`src/rtl/instruction_fetch.sv`:
```
// Instruction fetch unit: single-word memory client feeding a prefetch FIFO for the decoder.
// Latency: a word acked at edge N is at the FIFO head (instr_valid) after edge N; 1 word/cycle sustained.
// Backpressure: decoder stall fills the FIFO, then requests pause until a pop frees an entry.
module instruction_fetch #(
    parameter int         FIFO_DEPTH = 4,
    parameter logic [9:0] RESET_PC   = 10'd0
) (
    input  logic        clk,
    input  logic        reset_n,
    input  logic        redirect,
    input  logic [9:0]  redirect_pc,
    output logic        mem_en,
    output logic [9:0]  mem_addr,
    output logic [31:0] mem_di,
    output logic        mem_we,
    output logic [3:0]  mem_bank_select,
    output logic        mem_burst_en,
    input  logic        mem_ack,
    input  logic [31:0] mem_do,
    output logic        instr_valid,
    input  logic        instr_ready,
    output logic [31:0] instr,
    output logic [9:0]  instr_pc
);

    localparam int AW = (FIFO_DEPTH > 1) ? $clog2(FIFO_DEPTH) : 1;
    localparam int CW = $clog2(FIFO_DEPTH + 1);
    localparam logic [CW-1:0] DEPTH_C = CW'(FIFO_DEPTH);

    typedef enum logic [1:0] {
        IDLE = 2'd0,
        REQ  = 2'd1,
        DROP = 2'd2
    } state_t;

    state_t        state_q, state_d;
    logic [9:0]    fetch_pc_q, fetch_pc_d;
    logic          mem_en_q, mem_en_d;
    logic [9:0]    mem_addr_q, mem_addr_d;
    logic [9:0]    redirect_pc_aligned;

    logic [31:0]   word_q [FIFO_DEPTH];
    logic [9:0]    pc_q   [FIFO_DEPTH];
    logic [AW-1:0] rd_ptr_q, wr_ptr_q;
    logic [CW-1:0] count_q;
    logic [CW-1:0] count_after;
    logic          push;
    logic          pop;

    assign mem_di          = 32'd0;
    assign mem_we          = 1'b0;
    assign mem_bank_select = 4'b1111;
    assign mem_burst_en    = 1'b0;
    assign mem_en          = mem_en_q;
    assign mem_addr        = mem_addr_q;

    assign instr_valid = (count_q != '0);
    assign instr       = word_q[rd_ptr_q];
    assign instr_pc    = pc_q[rd_ptr_q];

    assign redirect_pc_aligned = redirect_pc & 10'h3FC;

    // A redirect flushes the FIFO, so it suppresses both the push of an acked word and a pop.
    assign push        = (state_q == REQ) & mem_ack & ~redirect;
    assign pop         = instr_valid & instr_ready & ~redirect;
    assign count_after = count_q + CW'(push) - CW'(pop);

    // Next-state logic: request issue, hold-until-ack, and redirect handling.
    always_comb begin
        state_d    = state_q;
        fetch_pc_d = fetch_pc_q;
        mem_en_d   = mem_en_q;
        mem_addr_d = mem_addr_q;
        case (state_q)
            IDLE: begin
                if (redirect) begin
                    fetch_pc_d = redirect_pc_aligned;
                end else if (count_after < DEPTH_C) begin
                    state_d    = REQ;
                    mem_en_d   = 1'b1;
                    mem_addr_d = fetch_pc_q;
                end
            end
            REQ: begin
                if (redirect) begin
                    fetch_pc_d = redirect_pc_aligned;
                    if (mem_ack) begin
                        state_d  = IDLE;
                        mem_en_d = 1'b0;
                    end else begin
                        // Keep the controller transaction alive; its data is discarded in DROP.
                        state_d = DROP;
                    end
                end else if (mem_ack) begin
                    fetch_pc_d = fetch_pc_q + 10'd4;
                    if (count_after < DEPTH_C) begin
                        mem_addr_d = fetch_pc_q + 10'd4;
                    end else begin
                        state_d  = IDLE;
                        mem_en_d = 1'b0;
                    end
                end
            end
            DROP: begin
                if (redirect) begin
                    fetch_pc_d = redirect_pc_aligned;
                end
                if (mem_ack) begin
                    state_d  = IDLE;
                    mem_en_d = 1'b0;
                end
            end
            default: begin
                state_d  = IDLE;
                mem_en_d = 1'b0;
            end
        endcase
    end

    // State, fetch address and registered memory request outputs.
    always_ff @(posedge clk or negedge reset_n) begin
        if (!reset_n) begin
            state_q    <= IDLE;
            fetch_pc_q <= RESET_PC;
            mem_en_q   <= 1'b0;
            mem_addr_q <= 10'd0;
        end else begin
            state_q    <= state_d;
            fetch_pc_q <= fetch_pc_d;
            mem_en_q   <= mem_en_d;
            mem_addr_q <= mem_addr_d;
        end
    end

    // Prefetch FIFO storage and pointers; the head entry drives the decoder outputs directly.
    always_ff @(posedge clk or negedge reset_n) begin
        if (!reset_n) begin
            rd_ptr_q <= '0;
            wr_ptr_q <= '0;
            count_q  <= '0;
            for (int i = 0; i < FIFO_DEPTH; i++) begin
                word_q[i] <= 32'd0;
                pc_q[i]   <= 10'd0;
            end
        end else if (redirect) begin
            rd_ptr_q <= '0;
            wr_ptr_q <= '0;
            count_q  <= '0;
        end else begin
            if (push) begin
                word_q[wr_ptr_q] <= mem_do;
                pc_q[wr_ptr_q]   <= fetch_pc_q;
                wr_ptr_q         <= wr_ptr_q + AW'(1);
            end
            if (pop) begin
                rd_ptr_q <= rd_ptr_q + AW'(1);
            end
            count_q <= count_after;
        end
    end

endmodule

```
`config.mk`:
```
export PLATFORM = sky130hd
export DESIGN_NAME = instruction_fetch
export DESIGN_NICKNAME = d
export VERILOG_FILES = /design/src/rtl/instruction_fetch.sv
export SDC_FILE = /design/constraint.sdc
export NUM_CORES = 1
export LEC_CHECK = 0
export ABC_CLOCK_PERIOD_IN_PS = 5200
export BUFFER_PORTS_ARGS = -buffer_cell sky130_fd_sc_hd__buf_4
export CELL_PAD_IN_SITES_DETAIL_PLACEMENT = 1
export CELL_PAD_IN_SITES_GLOBAL_PLACEMENT = 1
export CORE_MARGIN = 5
export CORE_UTILIZATION = 40
export DETAILED_ROUTE_END_ITERATION = 7
export PLACE_DENSITY_LB_ADDON = 0.08
export SYNTH_ARGS = -nofsm -noshare
export SYNTH_HDL_FRONTEND = slang
export SYNTH_SLANG_ARGS = --single-unit
```
`constraint.sdc`:
```
create_clock -name clk -period 5.2 [get_ports clk]
set_clock_uncertainty 0.05 [all_clocks]
set_input_delay 0.52 -clock clk [delete_from_list [all_inputs] [get_ports clk]]
set_output_delay 0.52 -clock clk [all_outputs]
set_load 0.05 [all_outputs]
```
# After elaboration in Yosys (flattened, before gate mapping)
# Cells that the tools add are included.
# op_classes
addsub	5
magnitude_cmp	4
n_eq_ne	11
muxes	42
bitwise_logic	7
reduce_logical	13
# ops
cell	count
bitwise mux 128 bit	1
two-way mux 10 bit	11
two-way mux 32 bit	3
binary-select mux 32 bit (select 2 bit)	1
demux 32 bit (select 2 bit)	1
bitwise mux 40 bit	1
one-hot mux 10 bit (2 select lines)	2
two-way mux 2 bit	11
binary-select mux 10 bit (select 2 bit)	1
demux 10 bit (select 2 bit)	1
adder 10 x 3 -> 10 bit (second input constant)	1
!= test 2 bit (second input constant)	5
nonzero test 2 bit	4
greater-or-equal comparator 3 bit (second input constant)	2
two-way mux 1 bit	6
!= test 3 bit (second input constant)	2
inverter 2 -> 3 bit	2
one-hot mux 2 bit (3 select lines)	1
AND reduction 6 bit	1
AND reduction 5 bit	1
adder 2 x 1 -> 2 bit (second input constant)	2
AND 1 bit	4
!= test 2 x 1 -> 1 bit (second input constant)	2
AND reduction 4 bit	1
other kinds (15)	15
# totals
ff_bits	198
inputBits	47
out_inout_bits	92
elab_cells	97

# Logic depth before layout (Yosys ltp)
# Gate-level depths: netlist of the first run.
# depth
depth_word	10
mapped_depth	13

# Least setup slack after synthesis of the first run
# Ideal clock, no wire load.
# synth_path
path_kind	register to register
startpoint	reg count_q[1]
endpoint	reg mem_addr_q[6] (netlist: mem_addr[6])
setup_ns	0.130
arrival_time_ns	2.826
path_slack_ns	2.194
path_stages_with_launch	14
path_cell_list	dfrtp_1 > or3_1 > nand2_1 > nor2_1 > ha_1 > inv_1 > ha_1 > inv_1 > fa_1 > xnor3_1 > nand3_1 > buf_2 > nand2_1 > o21ai_0
# synth_between
elab_chain_cells	7
elab_cells_between_ends	9
cone_classes	add/sub (2); order compare (1); eq/ne (2); bitwise (2); reduce/logical (2)
# synth_rtl
element	line_no	source
start, declared	45	logic [CW-1:0] count_q;
start signal, assigned	158	count_q <= count_after;
nonzero test 3 bit (*)	57	assign instr_valid = (count_q != '0);
via instr_valid	20	output logic instr_valid,
AND 1 bit (*) (2 in series)	65	assign pop = instr_valid & instr_ready & ~redirect;
subtractor 3 x 1 -> 3 bit (*)	66	assign count_after = count_q + CW'(push) - CW'(pop);
< comparator 3 bit (*)	78, 96	
!= test 2 x 1 -> 1 bit (no line) / != test 2 bit (equally long branches)	n/a	
AND reduction 6 bit (no line) (*)	n/a	
end signal, assigned	131	mem_addr_q <= mem_addr_d;
end, declared	39	logic [9:0] mem_addr_q, mem_addr_d;
# The timed path passes the listed nets; every way through them passes the cells marked *.
# A chain may end at the register's enable or synchronous reset.

# Final worst setup path of the first run
# layout_path
startpoint	reg state_q[0]
endpoint	reg mem_addr_q[5] (netlist: mem_addr[5])
# layout_between
elab_chain_cells	8
elab_cells_between_ends	15
cone_classes	add/sub (2); order compare (1); eq/ne (6); mux (1); bitwise (2); reduce/logical (3)
# layout_rtl
element	line_no	source
start, declared	36	state_t state_q, state_d;
start signal, assigned	128	state_q <= state_d;
== test 2 x 1 -> 1 bit	64, 74	
AND 1 bit (2 in series)	64	assign push = (state_q == REQ) & mem_ack & ~redirect;
adder 3 x 1 -> 3 bit	66	
subtractor 3 x 1 -> 3 bit	66	
< comparator 3 bit	78, 96	
!= test 2 x 1 -> 1 bit (no line) / != test 2 bit (equally long branches)	n/a	
AND reduction 6 bit (no line)	n/a	
# Several ways; a longest one is shown, not always the timed one.

==> impl_metrics.toml, run 1 <==
[synthesis]
synth_area_leader_cell = "dfrtp_1"
ys_seq_elements = 186
synthDistinctLibCells = 39
synth.cell_area_um2 = 8630
synthFlopType = "dfrtp_1"
yosys_warnings = 0
synthCells = 596
synth_top_area_share_pct = 53.9
synth.avg_cell_area_um2 = 14.5
yosys-top-cells-area = "dfrtp_1 (54%), mux2_2 (21%), mux4_2 (10%)"
ys_seq_area_share_pct = 53.9
synth_edf_count = 0
synthArstFlopShare_pct = 100

[sta]
finalSetupViolations = 0
rsz0062_at_grt = "no"
final-hold-violation-count = 0
fmax_ghz = 0.303
fin_crit_sh_pct = 63.5
max_slew_margin_pct = 39.0
worst_hold_slack_ns = 0.142
slew_violations = 0
final.min_clock_period_ns = 3.30
worst_slack_ns = 1.90
worst_pin_slew_ns = 0.915
tns_ns = 0

[power]
powerDensity_nw_per_um2 = 619
clkPwrFrac_pct = 20.1
seqPwrFrac_pct = 36.3
leakage_nw = 4.71
swShare_pct = 41.1
p_int_mw = 3.64
max-vdd-ir-drop_mv = 0.272
p_comb_share_pct = 43.6
p_sw_mw = 2.54

[routing]
drt_iter0_drc = 162
vias_per_cell = 5.11
wire_per_inst_um = 19.7
route.detailed.drc = 0
firstDrtPassIters = 4
ant_nets = 0
vias = 4929
finalWirelength_um = 19000

[clock_tree]
clk_path_buf_depth = 2
cts_setup_buffers = 0
cts.sinks = 186
clock_latency_ns = 0.43
cts_hold_buffers = 0
tritoncts = "yes"
ctsHtreeMaxLevel = 4
cts_buffers = 17
cts.root.buffer_cell = "clkbuf_16"
cts.reportedPaths.clkPinSlew_ns = 0.07
cts_resized = 0

[die]
io_pins = 139
dieWidth_um = 157
rows = 53
start_util_pct = 40.8
die-area_um2 = 24600
die_h_um = 157
core_area_um2 = 21200

[global_route]
grt_pass1_wl_um = 30800
grt_max_degree = 98
grt_pass1_vias = 5515
grt_remaining_overflow = 0
antenna_found_initial = 0
track_usage_pct = 16.2

[worst_setup_path]
cp.arrival_ns = 3.56
start_kind = "flop"
worstSetupEndpointType = "flop"
required_ns = 5.46
worstSetupPathType = "flop to flop"
cp_max_fo = 15

[layout]
final_cell_mix = "dfrtp_1 (184), mux2_2 (161), buf_4 (100), conb_1 (42), mux4_2 (40)"
diodes = 0
instances_no_fill = 964
final_nets = 731
final_common_cell = "dfrtp_1"
drive_above_1_share_pct = 49.5
syn2layout_area_growth_pct = 15.5

[placed_design]
place_congestion = 0.748
dp.cells = 932
place_ws_ns = 1.81
hpwl_um = 12300
port_buffers = 94

[outcome]
status = "complete, no violations"

[flow_run]
cap_violations = 0

[worst_hold_path]
hp-class = "input port to async pin"
## sequential cells by signal, indices dropped and copies added, names as in the netlist
name        count
count_q         3
fetch_pc_q      8
mem_addr        8
mem_en          1
pc_q           32
rd_ptr_q        2
state_q         2
word_q        128
wr_ptr_q        2
## cells in the mapped netlist (4+ instances only)
master,instances
a21oi_1,12
buf_1,5
buf_2,26
buf_4,42
clkbuf_1,7
dfrtp_1,186
ha_1,7
inv_1,7
mux2_2,161
mux4_2,40
nand2_1,24
nand3_1,6
nor2_1,15
nor2b_1,5
o21ai_0,12
o22ai_1,4
xnor2_1,5
xor2_1,4
## power by group through the flow
| stage | clock network [mW] | registers (mW) | logic, mW |
|---|---|---|---|
| 2_1_floorplan | 0 | 2.16 | 2.08 |
| 3_3_place_gp | 0 | 2.24 | 2.67 |
| 3_5_place_dp | 0 | 2.28 | 2.73 |
| 4_1_cts | 1.29 | 2.26 | 2.74 |
| 5_1_grt | 1.36 | 2.32 | 2.86 |
| 6_report | 1.24 | 2.24 | 2.69 |
## worst paths after layout
path	start	to	slack (ns)	cells past startpoint
worst max-delay path	state_q[0]$_DFFE_PN0P_	mem_addr[5]$_DFFE_PN0P_	1.90	11
worst min-delay path	reset_n	word_q[120]$_DFFE_PN0P_	0.14	1
worst max register to register	state_q[0]$_DFFE_PN0P_	mem_addr[5]$_DFFE_PN0P_	1.90	11
worst min register to register	mem_addr[9]$_DFFE_PN0P_	mem_addr[9]$_DFFE_PN0P_	0.43	2
max in group asynchronous	reset_n	pc_q[19]$_DFFE_PN0P_	3.78	2
min in group clk	mem_ack	state_q[1]$_DFFE_PN0P_	0.26	2
## layout make-up
class	count	area, um2
Clock buffer	20	447
Clock inverter	12	114
Fill cell	2141	11200
Inverter	7	26.3
Multi-Input combinational cell	363	3620
Sequential cell	186	4660
Tap cell	275	344
Timing Repair Buffer	101	762
## through the flow
step                      utilization (%)  area (um2)  total power [mW]
final                                47.2        9970              6.18
after global routing                 47.2        9970              6.54
after CTS                            47.2        9970              6.29
after detailed placement             44.5        9410              5.01
after global placement               44.5        9410              4.92
after floorplan                         -        8780              4.24
## layer usage
layer,GRT usage (%),part of all wire [%],vias to the layer above
met4,3.68,0.61,0
li1,-,-,2225
met3,3.93,4.8,9
met1,20.6,42,2592
met2,28.0,53,103
met5,0,0,-
## kinds of logic (layout without fill, tap and decap cells)
logic type	count (synthesis)	in the layout	synth area share (%)
muxes	202	202	31.6
DFF	186	186	53.9
buffers and inverters	87	140	5.99
and+or+nand+nor	62	62	3.30
AOI/OAI and AO/OA	39	39	2.74
xor gates and xnor gates	10	10	1.17
adders and majority gates	8	8	1.25
other	2	42	0.0870
## worst max-delay path, stage by stage (launching register included)
cell     delay, ns
dfrtp_1       0.58
nand2_1       0.15
nor3_2        0.37
inv_1         0.09
ha_1          0.28
inv_1         0.06
ha_1          0.13
inv_1         0.05
fa_1          0.37
xnor3_1       0.30
nand3_1       0.37
mux2_2        0.40
Power figures use the tool's default switching activity.
==> run 2: changes to the inputs <==
--- a/config.mk
+++ b/config.mk
@@ -5,7 +5,7 @@
 export SDC_FILE = /design/constraint.sdc
 export NUM_CORES = 1
 export LEC_CHECK = 0
-export ABC_CLOCK_PERIOD_IN_PS = 5200
+export ABC_CLOCK_PERIOD_IN_PS = 3350
 export BUFFER_PORTS_ARGS = -buffer_cell sky130_fd_sc_hd__buf_4
 export CELL_PAD_IN_SITES_DETAIL_PLACEMENT = 1
 export CELL_PAD_IN_SITES_GLOBAL_PLACEMENT = 1
==> constraint.sdc (replaced) <==
create_clock -name clk -period 3.35 [get_ports clk]
set_clock_uncertainty 0.05 [all_clocks]
set_input_delay 0.335 -clock clk [delete_from_list [all_inputs] [get_ports clk]]
set_output_delay 0.335 -clock clk [all_outputs]
set_load 0.05 [all_outputs]
==> impl_metrics.toml, run 2 (synthesized netlist as in run 1, its figures left out) <==
[outcome]
status = "complete, no violations"

[global_route]
track_usage_pct = 16.7
grt_pass1_vias = 5835
grt_max_degree = 65
antenna_found_initial = 0
grt_pass1_wl_um = 32100
grt_remaining_overflow = 0

[clock_tree]
cts.reportedPaths.clkPinSlew_ns = 0.07
clk_path_buf_depth = 2
clock_latency_ns = 0.42
cts_buffers = 17
ctsHtreeMaxLevel = 4
tritoncts = "yes"
cts.root.buffer_cell = "clkbuf_16"
cts.sinks = 186
cts_setup_buffers = 0

[sta]
fin_crit_sh_pct = 90.0
final-hold-violation-count = 0
final.min_clock_period_ns = 3.02
max_slew_margin_pct = 39.4
slew_violations = 0
tns_ns = 0
rsz0062_at_grt = "no"
finalSetupViolations = 0
worst_pin_slew_ns = 0.907
fmax_ghz = 0.332

[routing]
route.detailed.drc = 0
wire_per_inst_um = 19.9
finalWirelength_um = 19300
drt_iter0_drc = 201
ant_nets = 0
vias = 5042
firstDrtPassIters = 4
vias_per_cell = 5.19

[worst_setup_path]
critPathLaunch = "count_q[1]$_DFF_PN0_"
start_kind = "flop"
crit_cells = 11
cp.arrival_ns = 3.28
worstSetupPathType = "flop to flop"
required_ns = 3.61
critPathCapture = "mem_addr[5]$_DFFE_PN0P_"
cpMaxStageDelayCell = "dfrtp_1"
cp_slowest_stage_delay_ns = 0.43
reg2reg_from = "count_q[1]$_DFF_PN0_"
worstSetupEndpointType = "flop"
r2r_slack_ns = 0.33
r2r-end = "mem_addr[5]$_DFFE_PN0P_"
cp_max_fo = 15
cp_cell_sequence = "or3_1 > nand2_1 > nor2_1 > ha_1 > inv_1 > ha_1 > inv_1 > fa_1 > xnor3_1 > nand3_2 > mux2_2"
crit_buf_inv = 2
cpLargestDelayFamily = "simple AND/OR/NAND/NOR gates"
r2r_cells = 11

[layout]
drive_above_1_share_pct = 50.0
instances_no_fill = 971
largest_register_ffs = 128
diodes = 0
regMostFlops = "word_q"
reg.largest.list = "word_q: 128 flops, pc_q: 32 flops"
syn2layout_area_growth_pct = 18.0
final_cell_mix = "dfrtp_1 (184), mux2_2 (161), buf_4 (100), conb_1 (42), mux4_2 (40)"
final_common_cell = "dfrtp_1"
final_nets = 738

[die]
start_util_pct = 40.8
io_pins = 139
rows = 53
core_area_um2 = 21200
dieWidth_um = 157
die_h_um = 157
die-area_um2 = 24600

[power]
leakage_nw = 4.81
powerDensity_nw_per_um2 = 972
max-vdd-ir-drop_mv = 0.559

[worst_hold_path]
worstHoldStart = "mem_ack"
hp-class = "input port to flop"

[placed_design]
place_congestion = 0.718
port_buffers = 94
hpwl_um = 13000
dp.cells = 938

[flow_run]
cap_violations = 0
run 2: changes by cell type in the layout (fill, tap and decap cells not counted), sizes merged:
cell and delta:
clkinvlp -2, clkinv +2, buf +6, bufinv +3, inv -3, dlygate4sd3 +1
run 2: what timing repair did:
action | 4_1_cts | 5_1_grt
endpoints found under the setup margin | 0 | 1
hold buffers | 1 | 0
endpoints found under the hold margin | 58 | 0
resized for setup | 0 | 1
run 2: how the worst min path moves through the flow:
stage                              endpoint  depth (start not counted)
floorplan              count_q[0]$_DFF_PN0_                          0
global placement    word_q[117]$_DFFE_PN0P_                          1
detailed placement  word_q[117]$_DFFE_PN0P_                          1
CTS                  state_q[1]$_DFFE_PN0P_                          2
global route         state_q[1]$_DFFE_PN0P_                          2
finish               state_q[1]$_DFFE_PN0P_                          2
run 2: final cells by class:
type	instances	area (um2)
inverter	7	26.3
tap	275	344
clock buffer	20	447
multi-input combinational	363	3630
fill	2099	11000
timing repair buffer	108	892
sequential	186	4660
clock inverter	12	188
run 2: layer usage:
metal  vias up  GRT usage [%]  wire (um)  part of all wire, %
met2       109           28.9      10100                   52
met4         0           4.01        253                  1.3
met5         -              0          0                    0
met3        18           4.15        941                  4.9
li1       2234              -          -                    -
met1      2681           21.1       8020                   42
run 2: through the flow:
step                      power [mW]  area [um2]  util (%)  hold slack (ns)  worst slack [ns]
after floorplan                 6.58        8780         -          -0.0106             0.344
after global placement          7.69        9530      45.1            0.301             0.323
after detailed placement        7.86        9530      45.1            0.313             0.169
after CTS                       10.1       10200      48.1           0.0467             0.159
after global routing            10.4       10200      48.1           0.0560             0.132
final                           9.90       10200      48.1           0.0696             0.334
run 2: worst register-to-register path, stage by stage, from the launching register on:
cell and delay, ns:
dfrtp_1 0.43, or3_1 0.41, nand2_1 0.13, nor2_1 0.06
ha_1 0.29, inv_1 0.07, ha_1 0.13, inv_1 0.04
fa_1 0.36, xnor3_1 0.32, nand3_2 0.27, mux2_2 0.35
run 2: power breakdown:
group	total, mW	switching, mW	leakage (nW)	internal, mW
registers	3.41	0.513	2.43	2.90
clock network	2.15	0.866	0.301	1.28
logic	4.33	2.59	2.08	1.74
